## src/rtl/pwm_duty_seq_pkg.sv

```systemverilog
// Shared types and defaults for the pwm_gen duty-step sequencer.
// Imported by the interface and the top level.
package pwm_duty_seq_pkg;

    typedef enum logic [2:0] {
        ST_IDLE,
        ST_DECIDE,
        ST_PULSE,
        ST_GAP,
        ST_DONE
    } seq_state_t;

    typedef enum logic {
        DIR_UP = 1'b0,
        DIR_DN = 1'b1
    } seq_dir_t;

    localparam int DEF_MAX_STEP  = 10;
    localparam int DEF_INIT_STEP = 5;

    // Requested steps beyond the pwm_gen ceiling are pinned to it.
    function automatic int clamp_step(input int step, input int max_step);
        return (step > max_step) ? max_step : step;
    endfunction

endpackage

```

## src/rtl/pwm_duty_seq_if.sv

```systemverilog
// Command/status bundle between control logic and the duty sequencer.
// The master drives commands; the slave (the sequencer) drives pulses and status.
interface pwm_duty_seq_if
    import pwm_duty_seq_pkg::*;
#(
    parameter int DW = $clog2(DEF_MAX_STEP + 1)
);
    logic          cmd_valid;
    logic [DW-1:0] cmd_target;
    logic          cmd_ready;
    logic          abort;
    logic          increase_duty;
    logic          decrease_duty;
    logic [DW-1:0] duty_est;
    logic          busy;
    logic          done;
    logic          aborted;
    logic          cmd_err;

    modport master (
        output cmd_valid, cmd_target, abort,
        input  cmd_ready, increase_duty, decrease_duty, duty_est,
               busy, done, aborted, cmd_err
    );

    modport slave (
        input  cmd_valid, cmd_target, abort,
        output cmd_ready, increase_duty, decrease_duty, duty_est,
               busy, done, aborted, cmd_err
    );
endinterface

```

## src/rtl/pwm_duty_seq_timer.sv

```systemverilog
// Loadable down-counter that times both the pulse-high and gap-low phases.
// A load of L makes zero assert L cycles later.
module pwm_duty_seq_timer #(
    parameter int TW = 2
) (
    input  logic          clk,
    input  logic          rst,
    input  logic          load,
    input  logic [TW-1:0] load_val,
    output logic          zero
);
    logic [TW-1:0] count;

    always_ff @(posedge clk or posedge rst) begin
        if (rst) begin
            count <= '0;
        end else if (load) begin
            count <= load_val;
        end else if (count != '0) begin
            count <= count - 1'b1;
        end
    end

    assign zero = (count == '0);
endmodule

```

## src/rtl/pwm_duty_seq.sv

```systemverilog
// Steps the pwm_gen duty cycle toward a commanded value with spaced inc/dec pulses,
// tracking the resulting duty step locally.
module pwm_duty_seq
    import pwm_duty_seq_pkg::*;
#(
    parameter int MAX_STEP  = DEF_MAX_STEP,
    parameter int INIT_STEP = DEF_INIT_STEP,
    parameter int PULSE_LEN = 1,
    parameter int GAP_LEN   = 2
) (
    input  logic          clk,
    input  logic          rst,
    pwm_duty_seq_if.slave bus
);
    localparam int DW = $clog2(MAX_STEP + 1);
    localparam int TW = $clog2(((PULSE_LEN > GAP_LEN) ? PULSE_LEN : GAP_LEN) + 1);
    localparam logic [TW-1:0] PULSE_LOAD = TW'(PULSE_LEN - 1);
    localparam logic [TW-1:0] GAP_LOAD   = TW'(GAP_LEN - 1);
    localparam logic [DW-1:0] MAX_Q      = DW'(MAX_STEP);
    localparam logic [DW-1:0] INIT_Q     = DW'(INIT_STEP);

    seq_state_t    state;
    seq_dir_t      dir;
    logic [DW-1:0] tgt;
    logic [DW-1:0] duty_q;
    logic          abort_pend;
    logic          abort_now;
    logic          ready_q, inc_q, dec_q, busy_q, done_q, aborted_q, err_q;
    logic          timer_load, timer_zero;
    logic [TW-1:0] timer_val;

    assign abort_now = abort_pend | bus.abort;

    // Reload the timer on every edge that leaves a timed phase (or starts the first pulse).
    always_comb begin
        timer_load = 1'b0;
        timer_val  = PULSE_LOAD;
        case (state)
            ST_DECIDE: timer_load = 1'b1;
            ST_PULSE: begin
                timer_load = timer_zero;
                timer_val  = GAP_LOAD;
            end
            ST_GAP:    timer_load = timer_zero;
            default:   timer_load = 1'b0;
        endcase
    end

    pwm_duty_seq_timer #(.TW(TW)) u_timer (
        .clk      (clk),
        .rst      (rst),
        .load     (timer_load),
        .load_val (timer_val),
        .zero     (timer_zero)
    );

    always_ff @(posedge clk or posedge rst) begin
        if (rst) begin
            state      <= ST_IDLE;
            dir        <= DIR_UP;
            tgt        <= INIT_Q;
            duty_q     <= INIT_Q;
            abort_pend <= 1'b0;
            ready_q    <= 1'b0;
            inc_q      <= 1'b0;
            dec_q      <= 1'b0;
            busy_q     <= 1'b0;
            done_q     <= 1'b0;
            aborted_q  <= 1'b0;
            err_q      <= 1'b0;
        end else begin
            done_q    <= 1'b0;
            aborted_q <= 1'b0;
            err_q     <= 1'b0;
            if (bus.abort && state != ST_IDLE && state != ST_DONE) begin
                abort_pend <= 1'b1;
            end
            case (state)
                ST_IDLE: begin
                    if (bus.cmd_valid && ready_q) begin
                        tgt     <= DW'(clamp_step(int'(bus.cmd_target), MAX_STEP));
                        err_q   <= (int'(bus.cmd_target) > MAX_STEP);
                        ready_q <= 1'b0;
                        busy_q  <= 1'b1;
                        state   <= ST_DECIDE;
                    end else begin
                        ready_q <= 1'b1;
                    end
                end
                ST_DECIDE: begin
                    if (tgt == duty_q || abort_now) begin
                        done_q    <= 1'b1;
                        aborted_q <= abort_now;
                        state     <= ST_DONE;
                    end else begin
                        dir   <= (tgt > duty_q) ? DIR_UP : DIR_DN;
                        inc_q <= (tgt > duty_q);
                        dec_q <= (tgt < duty_q);
                        state <= ST_PULSE;
                    end
                end
                ST_PULSE: begin
                    if (timer_zero) begin
                        inc_q <= 1'b0;
                        dec_q <= 1'b0;
                        if (dir == DIR_UP && duty_q != MAX_Q) begin
                            duty_q <= duty_q + 1'b1;
                        end else if (dir == DIR_DN && duty_q != '0) begin
                            duty_q <= duty_q - 1'b1;
                        end
                        state <= ST_GAP;
                    end
                end
                ST_GAP: begin
                    if (timer_zero) begin
                        if (duty_q == tgt || abort_now) begin
                            done_q    <= 1'b1;
                            aborted_q <= abort_now;
                            state     <= ST_DONE;
                        end else begin
                            inc_q <= (dir == DIR_UP);
                            dec_q <= (dir == DIR_DN);
                            state <= ST_PULSE;
                        end
                    end
                end
                ST_DONE: begin
                    abort_pend <= 1'b0;
                    busy_q     <= 1'b0;
                    ready_q    <= 1'b1;
                    state      <= ST_IDLE;
                end
                default: state <= ST_IDLE;
            endcase
        end
    end

    assign bus.cmd_ready     = ready_q;
    assign bus.increase_duty = inc_q;
    assign bus.decrease_duty = dec_q;
    assign bus.duty_est      = duty_q;
    assign bus.busy          = busy_q;
    assign bus.done          = done_q;
    assign bus.aborted       = aborted_q;
    assign bus.cmd_err       = err_q;
endmodule
```

## src/flat_wrapper.sv

```systemverilog
// flat-port wrapper written by rule: the top's interface ports become plain ports
module pwm_duty_seq_flat import pwm_duty_seq_pkg::*;
#(
    parameter int MAX_STEP  = DEF_MAX_STEP,
    parameter int INIT_STEP = DEF_INIT_STEP,
    parameter int PULSE_LEN = 1,
    parameter int GAP_LEN   = 2
)
  (clk, rst, bus_cmd_valid, bus_cmd_target, bus_abort, bus_cmd_ready, bus_increase_duty, bus_decrease_duty, bus_duty_est, bus_busy, bus_done, bus_aborted, bus_cmd_err);
  pwm_duty_seq_if bus_i ();
  input  logic clk;
  input  logic rst;
  input wire logic [$bits(bus_i.cmd_valid)-1:0] bus_cmd_valid;
  input wire logic [$bits(bus_i.cmd_target)-1:0] bus_cmd_target;
  input wire logic [$bits(bus_i.abort)-1:0] bus_abort;
  output wire logic [$bits(bus_i.cmd_ready)-1:0] bus_cmd_ready;
  output wire logic [$bits(bus_i.increase_duty)-1:0] bus_increase_duty;
  output wire logic [$bits(bus_i.decrease_duty)-1:0] bus_decrease_duty;
  output wire logic [$bits(bus_i.duty_est)-1:0] bus_duty_est;
  output wire logic [$bits(bus_i.busy)-1:0] bus_busy;
  output wire logic [$bits(bus_i.done)-1:0] bus_done;
  output wire logic [$bits(bus_i.aborted)-1:0] bus_aborted;
  output wire logic [$bits(bus_i.cmd_err)-1:0] bus_cmd_err;
  assign bus_i.cmd_valid = bus_cmd_valid;
  assign bus_i.cmd_target = bus_cmd_target;
  assign bus_i.abort = bus_abort;
  assign bus_cmd_ready = bus_i.cmd_ready;
  assign bus_increase_duty = bus_i.increase_duty;
  assign bus_decrease_duty = bus_i.decrease_duty;
  assign bus_duty_est = bus_i.duty_est;
  assign bus_busy = bus_i.busy;
  assign bus_done = bus_i.done;
  assign bus_aborted = bus_i.aborted;
  assign bus_cmd_err = bus_i.cmd_err;
  pwm_duty_seq #(.MAX_STEP(MAX_STEP), .INIT_STEP(INIT_STEP), .PULSE_LEN(PULSE_LEN), .GAP_LEN(GAP_LEN)) u_core (.clk(clk), .rst(rst), .bus(bus_i));
endmodule
```

## config.mk

```make
export PLATFORM = sky130hd
export DESIGN_NAME = pwm_duty_seq_flat
export DESIGN_NICKNAME = d
export VERILOG_FILES = /design/src/rtl/pwm_duty_seq_pkg.sv /design/src/rtl/pwm_duty_seq_if.sv /design/src/rtl/pwm_duty_seq_timer.sv /design/src/rtl/pwm_duty_seq.sv /design/src/flat_wrapper.sv
export SDC_FILE = /design/constraint.sdc
export NUM_CORES = 1
export LEC_CHECK = 0
export BUFFER_PORTS_ARGS = -buffer_cell sky130_fd_sc_hd__buf_2
export CELL_PAD_IN_SITES_DETAIL_PLACEMENT = 1
export CELL_PAD_IN_SITES_GLOBAL_PLACEMENT = 1
export CORE_MARGIN = 2
export CORE_UTILIZATION = 35
export DETAILED_ROUTE_END_ITERATION = 10
export GPL_ROUTABILITY_DRIVEN = 1
export PLACE_DENSITY = 0.64
export SLEW_MARGIN = 0
export SYNTH_ARGS = -nofsm -noshare
export SYNTH_HDL_FRONTEND = slang
export SYNTH_SLANG_ARGS = --single-unit
```

## constraint.sdc

```tcl
create_clock -name clk -period 2.5 [get_ports clk]
set_input_delay 0.125 -clock clk [delete_from_list [all_inputs] [get_ports clk]]
set_output_delay 0.125 -clock clk [all_outputs]
set_load 0.01 [all_outputs]
```

==> impl_summary.txt, run 1 <==
----------------------------------------------------
[CTS]
  Maximum number of buffers from clock root to sink ... 2
  Clock-pin slew reported for the worst setup and hold paths after clock tree synthesis ... 80 ps
  Count of buffers added by post-CTS timing repair for setup ... 0
  Later-pin clock latency in the skew report ... 270 ps
  Number of H-tree levels ... 1
  Clock root cell ... sky130_fd_sc_hd__clkbuf_8
  TritonCTS clock tree ... built
  Number of buffers inserted during clock tree synthesis ... 3
  Number of hold-repair buffers added at the cts stage ... 0
  Number of gates resized after CTS ... 0
  TritonCTS Sinks ... 22

[Global routing]
  Global-route wire length before repair ... 5330 um
  All-layer global routing usage ... 16.3%
  Pin count of the biggest net entering global routing ... 23
  Busiest layer in global routing ... met2
  Total gr overflow ... 0
  Via count of the first global-routing pass ... 1138
  Met2 track demand over resource in global routing ... 25.8%
  Initial antenna violation count ... 0
  M1 GR Usage ... 22.2%
  GRT met3 Usage ... 2.23%

[Synth]
  Share of the yosys chip area belonging to registers ... 42.2%
  Share of async-settable or async-resettable flops after synthesis ... 100%
  Yosys reg bits ... 22
  Syn Inst Count ... 143
  Post-synthesis net count ... 158
  Avg Cell Area, Syn ... 9.21 um2
  Number of distinct library cells after synthesis ... 42
  Total of warnings raised by yosys ... 0
  Syn Std Cell Area ... 1320 um2
  Number of flops mapped to enable cells by yosys ... 0
  Most used flip-flop cell after synthesis ... sky130_fd_sc_hd__dfrtp_1

[STA]
  Final count of pins violating max slew ... 0
  Fmax ... 441 MHz
  Setup Viol. Count Final ... 0
  Setup WS post-layout ... 231 ps
  Tcrit/Tclk final ... 90.8%
  Headroom to the max-slew limit ... 42.1%
  Count of final hold-check violations ... 0
  Worst-Margin Slew ... 867 ps
  RSZ-0062 raised after global routing ... false
  Setup TNS after final layout ... 0 ps
  Final critical delay including setup and external delays ... 2270 ps
  Max Clock Skew ... 6.24 ps

[Worst setup path]
  Arr. time, crit path ... 2480 ps
  Startpoint-to-endpoint class of the critical path ... reg2reg
  Depth of the most critical reg-to-reg path ... 8
  Kind of launch point of the worst setup path ... flop
  Critical Path Start ... u_core.bus.duty_est[2]
  Maximum net fanout on the critical path ... 8
  Worst setup EP type ... flop
  Critical Path End ... u_core.bus.duty_est[3]
  Required arrival time at the worst endpoint ... 2710 ps
  R2R Path End ... u_core.bus.duty_est[3]
  Startpoint of the worst register-to-register path ... u_core.bus.duty_est[2]
  Setup slack on the worst flop-to-flop path ... 230 ps

[Run]
  Max-cap violations ... 0

[Power and ir drop]
  Total design power ... 2070 uW
  P_int ... 1140 uW
  NetSw ... 926 uW
  Total power divided by cell area ... 1380 nW/um2
  Clock power frac ... 12.7%
  Combinational share of power ... 53.6%
  Reg power frac ... 33.8%
  Leak pwr ... 0.000676 uW
  Switching power as a share of total power ... 44.8%
  Maximum vdd ir drop ... 0.460 mV

[Final layout]
  Number of diodes added for antenna fixing ... 0
  Area of the multi-input gates ... 681 um2
  Footprint of the flip-flops and latches ... 556 um2
  Most frequent cells in the layout ... 18 x sky130_fd_sc_hd__buf_2, 18 x sky130_fd_sc_hd__dfrtp_1, 16 x sky130_fd_sc_hd__nor2_1
  Non-filler cells in the finished layout ... 209
  Growth of design area from synthesis to finish ... 14.0%
  Fill cells ... 459
  Share of post-route cells with drive strength above 1 ... 20.5%
  Share of the core filled with cells in the final layout ... 41.3%
  Nets@finish ... 177

[Detailed routing]
  Post-DR wirelength/cell ... 14.2 um
  Drt initial violations ... 52
  DRC Markers ... 0
  Number of vias after detailed routing ... 1081
  DR vias/cell ... 5.17
  Final ANT Viol Nets ... 0
  Post-detailed-routing wire length ... 2970 um
  First-pass DRT Iterations ... 4

[Status]
  Result of the run ... completed

[Floorplan]
  Die area ... 4270 um2
  Die boundary width ... 65.4 um
  Effective utilization at floorplan ... 36.3%
  Die Ht ... 65.4 um
  Core Rows ... 22
  Number of top-level pins ... 19
  Core box area ... 3630 um2

[Hold path]
  Class of the tightest hold or removal check ... in2async

[Placed design]
  Final HPWL from detailed placement ... 2260 um
  Global placer's final weighted congestion ... 0.800
  Number of I/O port buffers ... 18
  Cell count after placement ... 205
  Post-place setup slack ... 147 ps

----------------------------------------------------
-- worst min-delay path by stage --
stage / start / endpoint / slack [ps]
5_1_grt: rst / u_core.bus.decrease_duty / 90
3_3_place_gp: rst / u_core.bus.busy / 350
3_5_place_dp: rst / u_core.bus.decrease_duty / 360
4_1_cts: rst / u_core.tgt[1] / 60
2_1_floorplan: rst / u_core.abort_pend / 110
6_report: rst / u_core.tgt[1] / 30
-- stage by stage --
stage / hold WS, ps / area [um2]
floorplan: 111 / 1320
global placement: 352 / 1450
detailed placement: 359 / 1450
CTS: 64.7 / 1500
global route: 85.1 / 1500
finish: 26.2 / 1500
-- registers in the layout, indices dropped and copies added (netlist names) --
name,count
u_core.bus.busy,1
u_core.tgt,4
u_core.bus.decrease_duty,1
u_core.bus.cmd_ready,1
u_core.state,3
u_core.bus.aborted,1
u_core.bus.duty_est,4
u_core.dir,1
u_core.bus.cmd_err,1
u_core.abort_pend,1
u_core.bus.increase_duty,1
u_core.bus.done,1
u_core.u_timer.count,2
-- power by group through the flow --
stage                     Combinational [uW]  Clock (uW)  Sequential [uW]
after CTS                               1120         272              704
final                                   1110         262              699
after global routing                    1280         284              731
after floorplan                          872           0              663
after detailed placement                1110           0              711
after global placement                  1090           0              697
-- worst max-delay path: stages (launching register included) --
cell and delay (ps):
sky130_fd_sc_hd__dfstp_2 410, sky130_fd_sc_hd__nor2_1 210, sky130_fd_sc_hd__nand2_1 90, sky130_fd_sc_hd__o21ai_1 230, sky130_fd_sc_hd__ha_1 290, sky130_fd_sc_hd__a21o_1 200, sky130_fd_sc_hd__or4_1 460, sky130_fd_sc_hd__a21oi_1 150
sky130_fd_sc_hd__o22a_1 160
-- kinds of logic after synthesis --
family | synth area share [%]
xor gates and xnor gates | 0.665
and+or+nand+nor | 23.1
muxes | 1.61
buffers and inverters | 6.17
adders and majority gates | 7.22
DFF | 42.2
AOI/OAI and AO/OA | 19.1
-- area by class of cell --
type | instances | share of cell area, %
Multi-Input combinational cell | 103 | 45.3
Timing Repair Buffer | 20 | 7.00
Inverter | 12 | 3.00
Tap cell | 48 | 4.00
Clock buffer | 4 | 3.67
Sequential cell | 22 | 37.0
-- synth_stat cells (2+ instances only) --
master                       n  share of area [%]
sky130_fd_sc_hd__nand3_1     5                1.9
sky130_fd_sc_hd__nand2b_1    3                1.4
sky130_fd_sc_hd__a211oi_1    2                1.1
sky130_fd_sc_hd__nor3_1      3                1.1
sky130_fd_sc_hd__a31oi_1     2               0.95
sky130_fd_sc_hd__ha_1        6                5.7
sky130_fd_sc_hd__nand2_1    14                4.0
sky130_fd_sc_hd__o21ai_1     7                2.7
sky130_fd_sc_hd__dfrtp_1    18                 34
sky130_fd_sc_hd__o211ai_1    3                1.7
sky130_fd_sc_hd__dfstp_2     4                8.0
sky130_fd_sc_hd__inv_2       2               0.57
sky130_fd_sc_hd__a21o_1      4                2.3
sky130_fd_sc_hd__nand4_1     2               0.95
sky130_fd_sc_hd__buf_2       2               0.76
sky130_fd_sc_hd__o2bb2ai_1   2                1.3
sky130_fd_sc_hd__and3b_1     2                1.3
sky130_fd_sc_hd__a21oi_1     9                3.4
sky130_fd_sc_hd__a311oi_1    2                1.3
sky130_fd_sc_hd__clkbuf_1    2               0.57
sky130_fd_sc_hd__nor2_1     16                4.6
sky130_fd_sc_hd__o21ai_0     4                1.5
sky130_fd_sc_hd__inv_1      10                2.8
-- metal layers --
metal,vias to the layer above,share of wire (%)
li1,538,-
met1,521,49
met2,17,46
met3,5,3.1
met4,0,1.8
met5,-,0
(Power assumes the default switching activity.)
==> run 2, diff against run 1 <==
--- a/config.mk
+++ b/config.mk
@@ -12,7 +12,7 @@
 export CORE_UTILIZATION = 35
 export DETAILED_ROUTE_END_ITERATION = 10
 export GPL_ROUTABILITY_DRIVEN = 1
-export PLACE_DENSITY = 0.64
+export PLACE_DENSITY = 0.67
 export SLEW_MARGIN = 0
 export SYNTH_ARGS = -nofsm -noshare
 export SYNTH_HDL_FRONTEND = slang
==> run 2 against run 1 <==
Net effect:
- sequential share of layout area increased by 0.19 points
- clock skew is 4.2 ps lower
- fmax hardly changed
- cell count decreased by 0.48%
- count of clock-buffer cells in the layout unchanged
- die area unchanged
==> impl_summary.txt, run 2 (synthesis gave the netlist of run 1 again) <==
----------------------------------------------------
[Final layout]
  Most frequent cells in the layout ... 18 x sky130_fd_sc_hd__buf_2, 18 x sky130_fd_sc_hd__dfrtp_1, 16 x sky130_fd_sc_hd__nor2_1 (unchanged)
  Number of diodes added for antenna fixing ... 0 (unchanged)
  Fill cells ... 455 (was 459)
  Share of the core filled with cells in the final layout ... 41.1% (was 41.3%)
  Share of post-route cells with drive strength above 1 ... 20.0% (was 20.5%)
  Growth of design area from synthesis to finish ... 13.4% (was 14.0%)
  Non-filler cells in the finished layout ... 208 (was 209)
  Nets@finish ... 176 (was 177)

[STA]
  Headroom to the max-slew limit ... 43.9% (was 42.1%)
  Worst-Margin Slew ... 841 ps (was 867 ps)
  Tcrit/Tclk final ... 90.7% (was 90.8%)
  Fmax ... 441 MHz (about the same)
  Final critical delay including setup and external delays ... 2270 ps (about the same)
  RSZ-0062 raised after global routing ... false (unchanged)
  Setup WS post-layout ... 231 ps (about the same)
  Final count of pins violating max slew ... 0 (unchanged)
  Worst hold-check slack ... 21.9 ps (was 26.2 ps)
  Max Clock Skew ... 2.05 ps (was 6.24 ps)
  Setup Viol. Count Final ... 0 (unchanged)
  Count of final hold-check violations ... 0 (unchanged)
  Setup TNS after final layout ... 0 ps (unchanged)

[Detailed routing]
  Post-DR wirelength/cell ... 14.2 um (about the same)
  DRC Markers ... 0 (unchanged)
  Final ANT Viol Nets ... 0 (unchanged)
  Number of vias after detailed routing ... 1083 (was 1081)
  Drt initial violations ... 38 (was 52)
  Post-detailed-routing wire length ... 2960 um (was 2970 um)
  First-pass DRT Iterations ... 4 (unchanged)
  DR vias/cell ... 5.21 (was 5.17)

[Placed design]
  Post-place setup slack ... 120 ps (was 147 ps)
  Number of I/O port buffers ... 18 (unchanged)
  Final HPWL from detailed placement ... 2240 um (was 2260 um)
  Cell count after placement ... 204 (was 205)
  Global placer's final weighted congestion ... 0.878 (was 0.800)

[Power and ir drop]
  Maximum vdd ir drop ... 0.500 mV (was 0.460 mV)
  Reg power frac ... 34.8% (was 33.8%)
  Clock power frac ... 12.7% (about the same)
  Switching power as a share of total power ... 44.8% (about the same)
  Leak pwr ... 0.000671 uW (was 0.000676 uW)
  Total power divided by cell area ... 1380 nW/um2 (about the same)
  Combinational share of power ... 52.5% (was 53.6%)
  NetSw ... 922 uW (was 926 uW)
  P_int ... 1130 uW (was 1140 uW)

[Worst setup path]
  Cell-by-cell trace of the critical path ... nor2_1 -> nand2_1 -> o21ai_1 -> ha_1 -> a21o_1 -> or4_1 -> a21oi_1 -> o22a_1 (unchanged)
  Standard cell with the maximum stage delay on the critical path ... sky130_fd_sc_hd__or4_1 (unchanged)
  Startpoint-to-endpoint class of the critical path ... reg2reg (unchanged)
  Buffers & Inverters on Critical Path ... 0 (unchanged)
  Required arrival time at the worst endpoint ... 2710 ps (about the same)
  Cell family with the largest share of critical-path delay ... simple AND/OR/NAND/NOR gates (unchanged)
  Maximum net fanout on the critical path ... 10 (was 8)
  Delay of the slowest cell on the worst path ... 460 ps (about the same)
  Kind of launch point of the worst setup path ... flop (unchanged)
  Worst setup EP type ... flop (unchanged)
  Arr. time, crit path ... 2480 ps (about the same)

[Floorplan]
  Core Rows ... 22 (unchanged)
  Core box area ... 3630 um2 (unchanged)
  Die boundary width ... 65.4 um (unchanged)
  Number of top-level pins ... 19 (unchanged)
  Die area ... 4270 um2 (unchanged)
  Effective utilization at floorplan ... 36.3% (unchanged)
  Die Ht ... 65.4 um (unchanged)

[CTS]
  TritonCTS clock tree ... built (unchanged)
  Number of buffers inserted during clock tree synthesis ... 3 (unchanged)
  TritonCTS Sinks ... 22 (unchanged)
  Later-pin clock latency in the skew report ... 260 ps (was 270 ps)
  Number of hold-repair buffers added at the cts stage ... 0 (unchanged)
  Maximum number of buffers from clock root to sink ... 2 (unchanged)
  Clock-pin slew reported for the worst setup and hold paths after clock tree synthesis ... 80 ps (about the same)
  Clock root cell ... sky130_fd_sc_hd__clkbuf_8 (unchanged)
  Number of H-tree levels ... 1 (unchanged)

[Run]
  Max-cap violations ... 0 (unchanged)

[Global routing]
  Initial antenna violation count ... 0 (unchanged)
  All-layer global routing usage ... 16.0% (was 16.3%)
  Total gr overflow ... 0 (unchanged)
  Global-route wire length before repair ... 5300 um (was 5330 um)
  Via count of the first global-routing pass ... 1133 (was 1138)
  Pin count of the biggest net entering global routing ... 23 (unchanged)

[Hold path]
  Class of the tightest hold or removal check ... in2async (unchanged)

[Status]
  Result of the run ... completed (unchanged)

----------------------------------------------------
## run 2: worst reg2reg max path, delay by kind of cell (launching register included)
family,cells,cell delay [ps]
AOI/OAI and AO/OA,4,730
adders and majority gates,1,290
and+or+nand+nor,3,750
DFF,1,430
## run 2: power groups by stage
stage / registers, uW / logic, uW / clock network [uW]
floorplan: 663 / 872 / 0
global placement: 716 / 1060 / 0
detailed placement: 727 / 1090 / 0
CTS: 721 / 1100 / 269
global route: 754 / 1240 / 282
finish: 716 / 1080 / 260
## run 2: metrics by stage
stage | instance area, um2 | power (uW)
after floorplan | 1320 | 1540
after global placement | 1440 | 1770
after detailed placement | 1440 | 1810
after CTS | 1490 | 2090
after global routing | 1490 | 2280
final | 1490 | 2060
## run 2: per-layer routing
layer  track usage [%]  up-vias  share of wire (%)
met2              26.9       21                 48
met4              5.47        0                1.5
met3              2.05        5                3.4
li1                  -      539                  -
met1              21.3      518                 47
met5                 0        -                  0
## run 2: cell type report
type                    count  area (um2)  share of cell area [%]
repair buffers             19        97.6                    6.53
inverters                  12        45.0                    3.02
flip-flops and latches     22         556                    37.2
well taps                  48        60.1                    4.02
clock buffers               4        55.1                    3.69
multi-input cells         103         681                    45.6
## run 2: worst paths after layout
kind | from | endpoint | slack [ps] | cells past startpoint
max in group asynchronous | rst | u_core.bus.duty_est[3] | 1960 | 2
hold / removal | rst | u_core.tgt[3] | 20 | 2
setup reg to reg | u_core.bus.duty_est[0] | u_core.bus.duty_est[3] | 230 | 8
hold reg to reg | u_core.tgt[2] | u_core.tgt[2] | 480 | 2
setup / recovery | u_core.bus.duty_est[0] | u_core.bus.duty_est[3] | 230 | 8
min in group clk | bus_cmd_target[0] | u_core.tgt[0] | 90 | 3
## run 2: what timing repair did
| item | in CTS | in global routing |
|---|---|---|
| endpoints found under the setup margin | 0 | 1 |
| resized for setup | 0 | 1 |
| setup buffers | 0 | 0 |
==> run 3, diff against run 2 <==
--- a/config.mk
+++ b/config.mk
@@ -5,6 +5,7 @@
 export SDC_FILE = /design/constraint.sdc
 export NUM_CORES = 1
 export LEC_CHECK = 0
+export ABC_AREA = 1
 export BUFFER_PORTS_ARGS = -buffer_cell sky130_fd_sc_hd__buf_2
 export CELL_PAD_IN_SITES_DETAIL_PLACEMENT = 1
 export CELL_PAD_IN_SITES_GLOBAL_PLACEMENT = 1
@@ -12,7 +13,7 @@
 export CORE_UTILIZATION = 35
 export DETAILED_ROUTE_END_ITERATION = 10
 export GPL_ROUTABILITY_DRIVEN = 1
-export PLACE_DENSITY = 0.67
+export PLACE_DENSITY = 0.7
 export SLEW_MARGIN = 0
 export SYNTH_ARGS = -nofsm -noshare
 export SYNTH_HDL_FRONTEND = slang
==> run 3 against run 2 <==
Net effect:
- synthesized area fell by 5.7%
- sequential power fell by 3.9%
- fmax rose by 22%
- cell count rose by 9.6%
- die area fell by 5.4%
- via count rose by 1.1%
- setup slack improved by 410 ps
- synthesized cell count rose by 11%
- count of clock-buffer cells in the layout did not move
- final area fell by 3.9%
- combinational power barely moved
- register-to-register slack improved by 410 ps
==> impl_summary.txt, run 3 <==
----------------------------------------------------
[STA]
  RSZ-0062 raised after global routing ... false (unchanged)
  Headroom to the max-slew limit ... 44.0% (was 43.9%)
  Max Clock Skew ... 5.36 ps (was 2.05 ps)
  Setup TNS after final layout ... 0 ps (unchanged)
  Setup Viol. Count Final ... 0 (unchanged)
  Count of final hold-check violations ... 0 (unchanged)
  Final count of pins violating max slew ... 0 (unchanged)
  Fmax ... 539 MHz (was 441 MHz)
  Tcrit/Tclk final ... 74.2% (was 90.7%)
  Worst hold-check slack ... 8.39 ps (was 21.9 ps)
  Worst-Margin Slew ... 839 ps (was 841 ps)
  Final critical delay including setup and external delays ... 1860 ps (was 2270 ps)

[Placed design]
  Placed instance area ... 1390 um2 (was 1440 um2)
  Final HPWL from detailed placement ... 2200 um (was 2240 um)
  Number of I/O port buffers ... 18 (unchanged)
  Global placer's final weighted congestion ... 0.803 (was 0.878)

[Synth]
  Cell with the most instances after synthesis ... sky130_fd_sc_hd__nand2_1 (was sky130_fd_sc_hd__dfrtp_1)
  Syn Inst Count ... 159 (was 143)
  Share of the yosys chip area belonging to registers ... 44.7% (was 42.2%)
  Cell type with the largest total area after synthesis ... sky130_fd_sc_hd__dfrtp_1 (unchanged)
  Post-synthesis net count ... 174 (was 158)
  Share of async-settable or async-resettable flops after synthesis ... 100% (unchanged)
  Share of the synthesized area in the top cell type ... 36.3% (was 34.2%)
  Number of flops mapped to enable cells by yosys ... 0 (unchanged)
  Total of warnings raised by yosys ... 0 (unchanged)
  Synth area leaders ... sky130_fd_sc_hd__dfrtp_1 36%, sky130_fd_sc_hd__nand2_1 17%, sky130_fd_sc_hd__dfstp_2 8.5% (was sky130_fd_sc_hd__dfrtp_1 34%, sky130_fd_sc_hd__dfstp_2 8.0%, sky130_fd_sc_hd__ha_1 5.7%)
  Avg Cell Area, Syn ... 7.81 um2 (was 9.21 um2)
  Yosys reg bits ... 22 (unchanged)
  Most used flip-flop cell after synthesis ... sky130_fd_sc_hd__dfrtp_1 (unchanged)
  Syn Std Cell Area ... 1240 um2 (was 1320 um2)
  Number of distinct library cells after synthesis ... 26 (was 42)
  Most frequent cells after synthesis ... 56 x sky130_fd_sc_hd__nand2_1, 18 x sky130_fd_sc_hd__dfrtp_1, 18 x sky130_fd_sc_hd__inv_1 (was 18 x sky130_fd_sc_hd__dfrtp_1, 16 x sky130_fd_sc_hd__nor2_1, 14 x sky130_fd_sc_hd__nand2_1)

[Final layout]
  Share of the core filled with cells in the final layout ... 42.7% (was 41.1%)
  Nets@finish ... 198 (was 176)
  Layout Cell Area excl Fill ... 1440 um2 (was 1490 um2)
  Most common library cell in the layout ignoring fill and taps ... sky130_fd_sc_hd__nand2_1
  Footprint of the flip-flops and latches ... 556 um2 (unchanged)
  Most frequent cells in the layout ... 56 x sky130_fd_sc_hd__nand2_1, 18 x sky130_fd_sc_hd__inv_1, 18 x sky130_fd_sc_hd__buf_2, 18 x sky130_fd_sc_hd__dfrtp_1, 11 x sky130_fd_sc_hd__nand3_1 (was 18 x sky130_fd_sc_hd__buf_2, 18 x sky130_fd_sc_hd__dfrtp_1, 16 x sky130_fd_sc_hd__nor2_1)
  Number of diodes added for antenna fixing ... 0 (unchanged)
  Share of post-route cells with drive strength above 1 ... 22.0% (was 20.0%)
  Area of the multi-input gates ... 596 um2 (was 681 um2)
  Growth of design area from synthesis to finish ... 15.6% (was 13.4%)
  Fill cells ... 447 (was 455)

[Detailed routing]
  DRC Markers ... 0 (unchanged)
  First-pass DRT Iterations ... 4 (unchanged)
  Post-detailed-routing wire length ... 2780 um (was 2960 um)
  Final ANT Viol Nets ... 0 (unchanged)
  Drt initial violations ... 26 (was 38)
  Number of vias after detailed routing ... 1095 (was 1083)
  Post-DR wirelength/cell ... 12.2 um (was 14.2 um)
  DR vias/cell ... 4.80 (was 5.21)

[Hold path]
  Critical hold path startpoint ... bus_cmd_target[0]
  Endpoint of the worst hold path ... u_core.tgt[0]
  Class of the tightest hold or removal check ... in2reg (was in2async)
  Worst hold path depth ... 3

[Worst setup path]
  Arr. time, crit path ... 2130 ps (was 2480 ps)
  Most used cell along the critical path ... sky130_fd_sc_hd__nand2_1
  Startpoint-to-endpoint class of the critical path ... reg2reg (unchanged)
  Startpoint of the worst register-to-register path ... u_core.bus.duty_est[0] (unchanged)
  R2R Path End ... u_core.bus.duty_est[3] (unchanged)
  Cell-by-cell trace of the critical path ... nor2_1 -> nand2_1 -> nand2_1 -> ha_1 -> a21oi_1 -> nand2_1 -> nand2_1 -> inv_1 -> nand2_1 -> nand3_1 -> nand2_1 (was nor2_1 -> nand2_1 -> o21ai_1 -> ha_1 -> a21o_1 -> or4_1 -> a21oi_1 -> o22a_1)
  Setup slack on the worst flop-to-flop path ... 640 ps (was 230 ps)
  Buffers & Inverters on Critical Path ... 1 (was 0)
  Maximum net fanout on the critical path ... 6 (was 10)
  Delay of the slowest cell on the worst path ... 660 ps (was 460 ps)
  Depth of the most critical reg-to-reg path ... 11 (was 8)
  Standard cell with the maximum stage delay on the critical path ... sky130_fd_sc_hd__dfstp_2 (was sky130_fd_sc_hd__or4_1)
  Worst setup EP type ... flop (unchanged)
  Kind of launch point of the worst setup path ... flop (unchanged)
  Required arrival time at the worst endpoint ... 2780 ps (was 2710 ps)
  Cell family with the largest share of critical-path delay ... simple AND/OR/NAND/NOR gates (unchanged)

[CTS]
  Count of buffers added by post-CTS timing repair for setup ... 0 (unchanged)
  Maximum number of buffers from clock root to sink ... 2 (unchanged)
  TritonCTS Sinks ... 22 (unchanged)
  Later-pin clock latency in the skew report ... 320 ps (was 260 ps)
  Number of buffers inserted during clock tree synthesis ... 3 (unchanged)
  Clock root cell ... sky130_fd_sc_hd__clkbuf_4 (was sky130_fd_sc_hd__clkbuf_8)
  Number of gates resized after CTS ... 0 (unchanged)
  TritonCTS clock tree ... built (unchanged)
  Number of H-tree levels ... 1 (unchanged)
  Clock-pin slew reported for the worst setup and hold paths after clock tree synthesis ... 130 ps (was 80 ps)

[Global routing]
  All-layer global routing usage ... 15.8% (was 16.0%)
  Global-route wire length before repair ... 5130 um (was 5300 um)
  Total gr overflow ... 0 (unchanged)
  Pin count of the biggest net entering global routing ... 23 (unchanged)
  Initial antenna violation count ... 0 (unchanged)
  Via count of the first global-routing pass ... 1157 (was 1133)

[Floorplan]
  Core box area ... 3360 um2 (was 3630 um2)
  Core Rows ... 21 (was 22)
  Effective utilization at floorplan ... 36.9% (was 36.3%)
  Die boundary width ... 63.6 um (was 65.4 um)
  Number of top-level pins ... 19 (unchanged)
  Die area ... 4040 um2 (was 4270 um2)
  Die Ht ... 63.6 um (was 65.4 um)

[Power and ir drop]
  Maximum vdd ir drop ... 0.475 mV (was 0.500 mV)
  Leak pwr ... 0.000771 uW (was 0.000671 uW)
  Total power divided by cell area ... 1360 nW/um2 (was 1380 nW/um2)

[Status]
  Result of the run ... completed (unchanged)

[Run]
  Max-cap violations ... 0 (unchanged)

----------------------------------------------------
## run 3: cell types whose count changed after synthesis, sizes merged, moves of 3 or more
cell and delta:
buf -4, o211ai -3, inv +10, a21o -4, nand2b -3, o21ai -6, nand3 +7, nand2 +44
## run 3: metrics by stage
stage	power [uW]	cells	setup slack, ps
final	1960	228	644
after global placement	1730	223	718
after global routing	2200	228	465
after floorplan	1460	159	820
after CTS	1990	228	625
after detailed placement	1770	223	649
## run 3: how the worst max path moves through the flow
| stage | startpoint | endpoint | slack [ps] | cells after the start |
|---|---|---|---|---|
| 2_1_floorplan | u_core.bus.duty_est[0] | u_core.bus.duty_est[3] | 820 | 10 |
| 4_1_cts | u_core.bus.duty_est[0] | u_core.bus.duty_est[3] | 630 | 11 |
| 6_report | u_core.bus.duty_est[0] | u_core.bus.duty_est[3] | 640 | 11 |
| 3_3_place_gp | u_core.bus.duty_est[0] | u_core.bus.duty_est[3] | 720 | 10 |
| 3_5_place_dp | u_core.bus.duty_est[0] | u_core.bus.duty_est[3] | 650 | 10 |
| 5_1_grt | u_core.bus.duty_est[3] | u_core.dir | 460 | 9 |
## run 3: per-layer routing
layer  part of all wire (%)  GRT usage [%]  wire length (um)  up-vias
met5                      0              0                 0        -
li1                       -              -                 -      547
met1                     48           21.0              1340      514
met4                    2.2           6.52                62        0
met3                    3.5           1.61                96        7
met2                     46           26.2              1270       27
## run 3: repair_timing
item,4_1_cts,5_1_grt
hold buffers,1,0
hold endpoints to repair,18,0
setup endpoints to repair,0,0
## run 3: cell type report
| cell class | count | share of cell area, % |
|---|---|---|
| multi-input cells | 113 | 41.5 |
| well taps | 46 | 4.01 |
| clock buffers | 4 | 2.53 |
| flip-flops and latches | 22 | 38.7 |
| inverters | 24 | 6.36 |
| repair buffers | 19 | 6.97 |
## run 3: tightest hold or removal path, delay by kind of cell
kind / cells / cell delay (ps)
buf+inv: 1 / 100
simple gates: 1 / 60
compound gates: 1 / 50
## run 3: cells by family (layout without fill, tap and decap cells)
kind of cell,after synthesis,count (layout),synth area share (%)
simple gates,86,86,30.3
buf+inv,24,47,7.35
flops,22,22,44.7
compound gates,19,19,8.66
fa+ha+maj,7,7,7.65
xor+xnor,1,1,1.31
## run 3: power by group
| part | switching (uW) | internal [uW] |
|---|---|---|
| clock | 120 | 89.2 |
| sequential | 149 | 539 |
| combinational | 671 | 388 |
